**config.mk**
```make
export PLATFORM = sky130hd
export DESIGN_NAME = systolic_ctrl_flat
export DESIGN_NICKNAME = d
export VERILOG_FILES = /design/src/rtl/systolic_ctrl_if.sv /design/src/rtl/systolic_ctrl.sv /design/src/flat_wrapper.sv
export SDC_FILE = /design/constraint.sdc
export NUM_CORES = 1
export LEC_CHECK = 0
export ABC_AREA = 1
export CAP_MARGIN = 20
export CELL_PAD_IN_SITES_DETAIL_PLACEMENT = 1
export CELL_PAD_IN_SITES_GLOBAL_PLACEMENT = 2
export CORE_AREA = 2 2 209 211
export CTS_CLUSTER_SIZE = 16
export DETAILED_ROUTE_END_ITERATION = 8
export DIE_AREA = 0 0 211 213
export PLACE_DENSITY = 0.79
export SLEW_MARGIN = 20
export SYNTH_ARGS = -nofsm -noshare
export SYNTH_HDL_FRONTEND = slang
export SYNTH_SLANG_ARGS = --single-unit
```
**constraint.sdc**
```tcl
create_clock -name clk -period 13.7 [get_ports clk]
set_clock_uncertainty 0.2 [all_clocks]
set_input_delay 1.37 -clock clk [delete_from_list [all_inputs] [get_ports clk]]
set_output_delay 1.37 -clock clk [all_outputs]
set_load 0.01 [all_outputs]
```
**src/rtl/systolic_ctrl_if.sv**
```systemverilog
// systolic_ctrl_if: bundles every non-clock signal of the systolic array
// sequencer.
//   slave  : the sequencer side (systolic_ctrl)
//   master : the environment side (command source, operand buffers, array, result consumer)
// Signals:
//   start/k_len            command in       busy/done           status out
//   buf_rd_en/buf_addr     buffer read out  a_rdata/b_rdata     buffer data in
//   arr_clr/arr_in_a/b     array feed out   arr_out_c           array result in
//   res_valid/res_data     result out       res_ready           result accept in
interface systolic_ctrl_if #(
  parameter int ADDR_W = 8
);
  logic              start;
  logic [ADDR_W-1:0] k_len;
  logic              busy;
  logic              done;
  logic              buf_rd_en;
  logic [ADDR_W-1:0] buf_addr;
  logic [31:0]       a_rdata;
  logic [31:0]       b_rdata;
  logic              arr_clr;
  logic [31:0]       arr_in_a;
  logic [31:0]       arr_in_b;
  logic [127:0]      arr_out_c;
  logic              res_valid;
  logic              res_ready;
  logic [127:0]      res_data;

  modport slave (
    input  start, k_len, a_rdata, b_rdata, arr_out_c, res_ready,
    output busy, done, buf_rd_en, buf_addr, arr_clr, arr_in_a, arr_in_b,
           res_valid, res_data
  );

  modport master (
    output start, k_len, a_rdata, b_rdata, arr_out_c, res_ready,
    input  busy, done, buf_rd_en, buf_addr, arr_clr, arr_in_a, arr_in_b,
           res_valid, res_data
  );
endinterface

```
**src/rtl/systolic_ctrl.sv**
```systemverilog
// systolic_ctrl: sequencer for the 4x4 int8 output-stationary systolic array.
// A job clears the PE accumulators, streams k_len operand words from the
// buffers into the array with a per-lane diagonal skew, lets the array drain,
// then captures the 128-bit result and offers it on a valid/ready port.
// Ports:
//   clk   : rising-edge clock
//   rst_n : asynchronous reset, ACTIVE-HIGH (1 = reset) despite its name
//   bus   : systolic_ctrl_if.slave carrying command, buffer, array and result signals
module systolic_ctrl #(
  parameter int ADDR_W    = 8,
  parameter int DRAIN_CYC = 10
) (
  input logic           clk,
  input logic           rst_n,
  systolic_ctrl_if.slave bus
);

  localparam int CNT_W = $clog2(DRAIN_CYC + 1);
  localparam logic [CNT_W-1:0] DRAIN_LOAD = CNT_W'(DRAIN_CYC - 1);

  typedef enum logic [2:0] {
    S_IDLE  = 3'd0,
    S_CLEAR = 3'd1,
    S_FEED  = 3'd2,
    S_DRAIN = 3'd3,
    S_OUT   = 3'd4
  } state_t;

  state_t            r_state;
  logic [ADDR_W-1:0] r_k_len;
  logic [ADDR_W-1:0] r_addr;
  logic [CNT_W-1:0]  r_drain_cnt;
  logic              r_busy;
  logic              r_done;
  logic              r_rd_en;
  logic              r_clr;
  logic              r_res_valid;
  logic [127:0]      r_res_data;

  // Job sequencer with registered control outputs
  always_ff @(posedge clk or posedge rst_n) begin
    if (rst_n) begin
      r_state     <= S_IDLE;
      r_k_len     <= {ADDR_W{1'b0}};
      r_addr      <= {ADDR_W{1'b0}};
      r_drain_cnt <= {CNT_W{1'b0}};
      r_busy      <= 1'b0;
      r_done      <= 1'b0;
      r_rd_en     <= 1'b0;
      r_clr       <= 1'b0;
      r_res_valid <= 1'b0;
      r_res_data  <= 128'h0;
    end else begin
      r_done <= 1'b0;
      r_clr  <= 1'b0;
      case (r_state)
        S_IDLE: begin
          // A start coinciding with the done pulse is not taken; the next
          // job can begin from the cycle after done.
          if (bus.start && !r_done) begin
            r_k_len <= bus.k_len;
            r_busy  <= 1'b1;
            r_clr   <= 1'b1;
            r_state <= S_CLEAR;
          end else begin
            r_state <= S_IDLE;
          end
        end
        S_CLEAR: begin
          if (r_k_len == {ADDR_W{1'b0}}) begin
            r_drain_cnt <= DRAIN_LOAD;
            r_state     <= S_DRAIN;
          end else begin
            r_rd_en <= 1'b1;
            r_addr  <= {ADDR_W{1'b0}};
            r_state <= S_FEED;
          end
        end
        S_FEED: begin
          // k_len is non-zero here, so k_len-1 never underflows
          if (r_addr == r_k_len - ADDR_W'(1)) begin
            r_rd_en     <= 1'b0;
            r_addr      <= {ADDR_W{1'b0}};
            r_drain_cnt <= DRAIN_LOAD;
            r_state     <= S_DRAIN;
          end else begin
            r_addr <= r_addr + ADDR_W'(1);
          end
        end
        S_DRAIN: begin
          if (r_drain_cnt == {CNT_W{1'b0}}) begin
            r_res_data  <= bus.arr_out_c;
            r_res_valid <= 1'b1;
            r_state     <= S_OUT;
          end else begin
            r_drain_cnt <= r_drain_cnt - CNT_W'(1);
          end
        end
        S_OUT: begin
          if (bus.res_ready) begin
            r_res_valid <= 1'b0;
            r_done      <= 1'b1;
            r_busy      <= 1'b0;
            r_state     <= S_IDLE;
          end else begin
            r_state <= S_OUT;
          end
        end
        default: begin
          r_state     <= S_IDLE;
          r_busy      <= 1'b0;
          r_rd_en     <= 1'b0;
          r_res_valid <= 1'b0;
        end
      endcase
    end
  end

  // Skew datapath: lane j carries j+1 register stages after the read data
  logic             r_rd_vld;
  logic [7:0]       r_a_l0, r_b_l0;
  logic [1:0][7:0]  r_a_l1, r_b_l1;
  logic [2:0][7:0]  r_a_l2, r_b_l2;
  logic [3:0][7:0]  r_a_l3, r_b_l3;
  logic [31:0]      w_a_new;
  logic [31:0]      w_b_new;

  // Idle slots inject zeros so the array accumulates nothing from them
  assign w_a_new = r_rd_vld ? bus.a_rdata : 32'h0;
  assign w_b_new = r_rd_vld ? bus.b_rdata : 32'h0;

  // Read-valid flag and per-lane delay chains
  always_ff @(posedge clk or posedge rst_n) begin
    if (rst_n) begin
      r_rd_vld <= 1'b0;
      r_a_l0   <= 8'h0;
      r_b_l0   <= 8'h0;
      r_a_l1   <= 16'h0;
      r_b_l1   <= 16'h0;
      r_a_l2   <= 24'h0;
      r_b_l2   <= 24'h0;
      r_a_l3   <= 32'h0;
      r_b_l3   <= 32'h0;
    end else begin
      r_rd_vld <= r_rd_en;
      r_a_l0   <= w_a_new[31:24];
      r_b_l0   <= w_b_new[31:24];
      r_a_l1   <= {r_a_l1[0], w_a_new[23:16]};
      r_b_l1   <= {r_b_l1[0], w_b_new[23:16]};
      r_a_l2   <= {r_a_l2[1:0], w_a_new[15:8]};
      r_b_l2   <= {r_b_l2[1:0], w_b_new[15:8]};
      r_a_l3   <= {r_a_l3[2:0], w_a_new[7:0]};
      r_b_l3   <= {r_b_l3[2:0], w_b_new[7:0]};
    end
  end

  assign bus.busy      = r_busy;
  assign bus.done      = r_done;
  assign bus.buf_rd_en = r_rd_en;
  assign bus.buf_addr  = r_addr;
  assign bus.arr_clr   = r_clr;
  assign bus.res_valid = r_res_valid;
  assign bus.res_data  = r_res_data;
  assign bus.arr_in_a  = {r_a_l0, r_a_l1[1], r_a_l2[2], r_a_l3[3]};
  assign bus.arr_in_b  = {r_b_l0, r_b_l1[1], r_b_l2[2], r_b_l3[3]};

endmodule

```
**src/flat_wrapper.sv**
```systemverilog
// flat-port wrapper written by rule: the top's interface ports become plain ports
module systolic_ctrl_flat 
#(
  parameter int ADDR_W    = 8,
  parameter int DRAIN_CYC = 10
)
  (clk, rst_n, bus_start, bus_k_len, bus_a_rdata, bus_b_rdata, bus_arr_out_c, bus_res_ready, bus_busy, bus_done, bus_buf_rd_en, bus_buf_addr, bus_arr_clr, bus_arr_in_a, bus_arr_in_b, bus_res_valid, bus_res_data);
  systolic_ctrl_if #(.ADDR_W(ADDR_W)) bus_i ();
  input logic clk;
  input logic rst_n;
  input wire logic [$bits(bus_i.start)-1:0] bus_start;
  input wire logic [$bits(bus_i.k_len)-1:0] bus_k_len;
  input wire logic [$bits(bus_i.a_rdata)-1:0] bus_a_rdata;
  input wire logic [$bits(bus_i.b_rdata)-1:0] bus_b_rdata;
  input wire logic [$bits(bus_i.arr_out_c)-1:0] bus_arr_out_c;
  input wire logic [$bits(bus_i.res_ready)-1:0] bus_res_ready;
  output wire logic [$bits(bus_i.busy)-1:0] bus_busy;
  output wire logic [$bits(bus_i.done)-1:0] bus_done;
  output wire logic [$bits(bus_i.buf_rd_en)-1:0] bus_buf_rd_en;
  output wire logic [$bits(bus_i.buf_addr)-1:0] bus_buf_addr;
  output wire logic [$bits(bus_i.arr_clr)-1:0] bus_arr_clr;
  output wire logic [$bits(bus_i.arr_in_a)-1:0] bus_arr_in_a;
  output wire logic [$bits(bus_i.arr_in_b)-1:0] bus_arr_in_b;
  output wire logic [$bits(bus_i.res_valid)-1:0] bus_res_valid;
  output wire logic [$bits(bus_i.res_data)-1:0] bus_res_data;
  assign bus_i.start = bus_start;
  assign bus_i.k_len = bus_k_len;
  assign bus_i.a_rdata = bus_a_rdata;
  assign bus_i.b_rdata = bus_b_rdata;
  assign bus_i.arr_out_c = bus_arr_out_c;
  assign bus_i.res_ready = bus_res_ready;
  assign bus_busy = bus_i.busy;
  assign bus_done = bus_i.done;
  assign bus_buf_rd_en = bus_i.buf_rd_en;
  assign bus_buf_addr = bus_i.buf_addr;
  assign bus_arr_clr = bus_i.arr_clr;
  assign bus_arr_in_a = bus_i.arr_in_a;
  assign bus_arr_in_b = bus_i.arr_in_b;
  assign bus_res_valid = bus_i.res_valid;
  assign bus_res_data = bus_i.res_data;
  systolic_ctrl #(.ADDR_W(ADDR_W), .DRAIN_CYC(DRAIN_CYC)) u_core (.clk(clk), .rst_n(rst_n), .bus(bus_i));
endmodule
```
==> results.yml <==
routing:
  dr.pass1.iters: 4
  dr.first_iter.drc_count: 429
  m1WireLength_um: 13500
  antenna_left: 0
  wl_um: 33000
  wl_met2_um: 15400
  vias: 8447
  highest_layer: "met4"
  drc: 0
  viasPerCell: 4.11
  routed-wl-met3_um: 3300
  wire_per_inst_um: 16.1
run_status:
  status: "completed"
power:
  switching_share_pct: 31.7
  power_frac_comb_pct: 32.9
  peakVddDrop_uv: 106
  cellPowerDensity_nw_per_um2: 220
  p_int_mw: 2.56
  finalPower_mw: 3.75
  power_frac_clock_pct: 29.5
  leakagePower_nw: 8.59
  p_sw_mw: 1.19
  seq_power_share_pct: 37.6
synthesis:
  synthesis.nets: 1314
  yosys.cell_types.count: 30
  syn_inst: 1106
  avgSynthCellArea_um2: 10.3
  ys_ff_latch: 317
  ys_warn_count: 0
  ys_seq_area_share_pct: 69.6
  netlist_area_um2: 11400
layout:
  area_growth_pct: 49.4
  layout_commonest_cell: "nand2_1"
  mostFrequentLayoutCells: "nand2_1, clkdlybuf4s50_1, dfrtp_1"
  drive_above_1_share_pct: 5.91
  multiInputGateArea_um2: 2490
  ff_latch_area_um2: 7930
  final_nets: 1685
  fillers: 4795
  fin_cells: 2055
flow_run:
  max_cap_violations: 0
sta:
  fin_tns_setup_ps: 0
  maxSlewViolCount: 0
  setup_viol: 0
  tightest_slew_ps: 970
  post-route-min-period_ps: 3170
  finalCritPeriodShare_pct: 23.2
  hold_viol_final: 0
  setup_slack_ps: 10530
  slew_headroom_pct: 35.3
  fmax_mhz: 315
  grt_setup_unrepaired: "no"
  holdWs_ps: 144
setup_path:
  ff2ff_path_depth: 8
  start_kind: "flip-flop"
  critPathKind: "reg -> out"
  cp.arrival_ps: 1600
  reg2reg_to: "u_core.bus.res_data[44]$_DFFE_PP0P_"
  regToRegSetupSlack_ps: 10780
  worstReg2RegStart: "u_core.r_state[1]$_DFFE_PP0P_"
  worstPathRequired_ps: 12130
  cp_max_fo: 5
  slowest_stage: "clkdlybuf4s50_1"
  path_cells: "clkdlybuf4s50_1"
  crit_path_end_kind: "output port"
  cp_top_family: "buffers and inverters"
  crit_buf_inv: 1
  max_stage_delay_ps: 600
die:
  die_height_um: 213
  start_util_pct: 26.7
  core_um2: 42700
  die_area_um2: 44900
  ios: 409
  num_rows: 76
  die_w_um: 211
hold_path:
  min_delay_path_depth: 0
  min_path_type: "reg -> reg"
  hp-start: "u_core.r_b_l3[9]$_DFF_PP0_"
  hold_end: "u_core.r_b_l3[17]$_DFF_PP0_"
placed_design:
  hpwlAfterDp_um: 22800
  pre_cts_ws_ps: 9910
  gp_congestion: 0.746
  placed_cells: 1982
  port_buffers: 408
clock_tree:
  clock-sinks: 317
  cts_root_buf: "clkbuf_16"
  cts.clk_slew.worst_paths_ps: 60
  htreeDepth: 2
  post_cts_buffers: 0
  ctsHoldBuffers: 0
  clk_latency_ps: 540
  clockBufferDepth: 3
  ctsResizeCount: 0
  cts_tree: "yes"
  cts_buffers: 39
global_routing:
  grt_pass1_wl_um: 51000
  grtUsageTotal_pct: 14.6
  grt-ovfl-total: 0
  grt_pass1_vias: 9092
  antenna_found_initial: 2
  grt_max_degree: 101
cells by family after synthesis:
family                   share of synthesized area (%)
flip-flops                                        69.6
adder cells (fa/ha/maj)                          0.439
XOR/XNOR                                         0.845
AND/OR/NAND/NOR                                   19.5
buffers and inverters                             8.59
AO/OA/AOI/OAI                                     1.09
worst max path at each step:
stage | from | to | depth (start not counted)
floorplan | rst_n | u_core.bus.arr_clr$_DFF_PP0_ | 1
global placement | rst_n | u_core.r_rd_vld$_DFF_PP0_ | 3
detailed placement | rst_n | u_core.r_rd_vld$_DFF_PP0_ | 3
CTS | u_core.bus.buf_addr[2]$_DFFE_PP0P_ | bus_buf_addr[2] | 1
global route | rst_n | u_core.r_rd_vld$_DFF_PP0_ | 3
finish | u_core.bus.buf_addr[5]$_DFFE_PP0P_ | bus_buf_addr[5] | 1
flip-flops by register name, indices dropped and copies added (netlist names), 16 cells and up:
| register | flops |
|---|---|
| u_core.bus.res_data | 128 |
| u_core.bus.arr_in_b | 24 |
| u_core.r_a_l2 | 16 |
| u_core.bus.arr_in_a | 24 |
| u_core.r_b_l2 | 16 |
| u_core.r_a_l3 | 24 |
| u_core.r_b_l3 | 24 |
stage by stage:
| stage | utilization (%) | cell area [µm²] |
|---|---|---|
| final | 39.9 | 17000 |
| after global routing | 39.9 | 17000 |
| after CTS | 39.9 | 17000 |
| after detailed placement | 36.6 | 15600 |
| after global placement | 36.6 | 15600 |
| after floorplan | - | 11400 |
synth_stat cells (all sizes together):
master / n / share of area, %
inv: 98 / 3.2
xnor2: 5 / 0.38
a22oi: 1 / 0.066
and3: 1 / 0.055
dfrtp: 317 / 70
nand4: 4 / 0.22
nand3b: 1 / 0.066
buf: 78 / 5.1
o21ai: 17 / 0.75
nor2: 20 / 0.81
nand2: 516 / 17
xor2: 6 / 0.46
nand3: 18 / 0.83
ha: 4 / 0.44
nor3: 6 / 0.41
o22ai: 1 / 0.055
a21oi: 5 / 0.22
clkbuf: 7 / 0.23
or2: 1 / 0.055
area by class of cell:
cell class / instances / share of cell area [%]
diodes: 2 / 0.0294
clock buffers: 52 / 6.68
clock inverters: 19 / 1.57
inverters: 98 / 2.22
multi-input cells: 606 / 14.6
flip-flops and latches: 317 / 46.6
well taps: 546 / 4.01
repair buffers: 415 / 24.3
per-layer routing:
metal	vias to the layer above	GRT usage (%)
met4	0	5.15
met3	51	5.93
met2	308	23.6
li1	3994	-
met1	4094	17.7
met5	-	0
power groups by stage:
stage	sequential [mW]	combinational, mW	clock (mW)
2_1_floorplan	1.50	0.498	0
3_3_place_gp	1.41	1.23	0
3_5_place_dp	1.43	1.25	0
4_1_cts	1.42	1.26	1.15
5_1_grt	1.45	1.38	1.19
6_report	1.41	1.23	1.11
(Power assumes the default switching activity.)
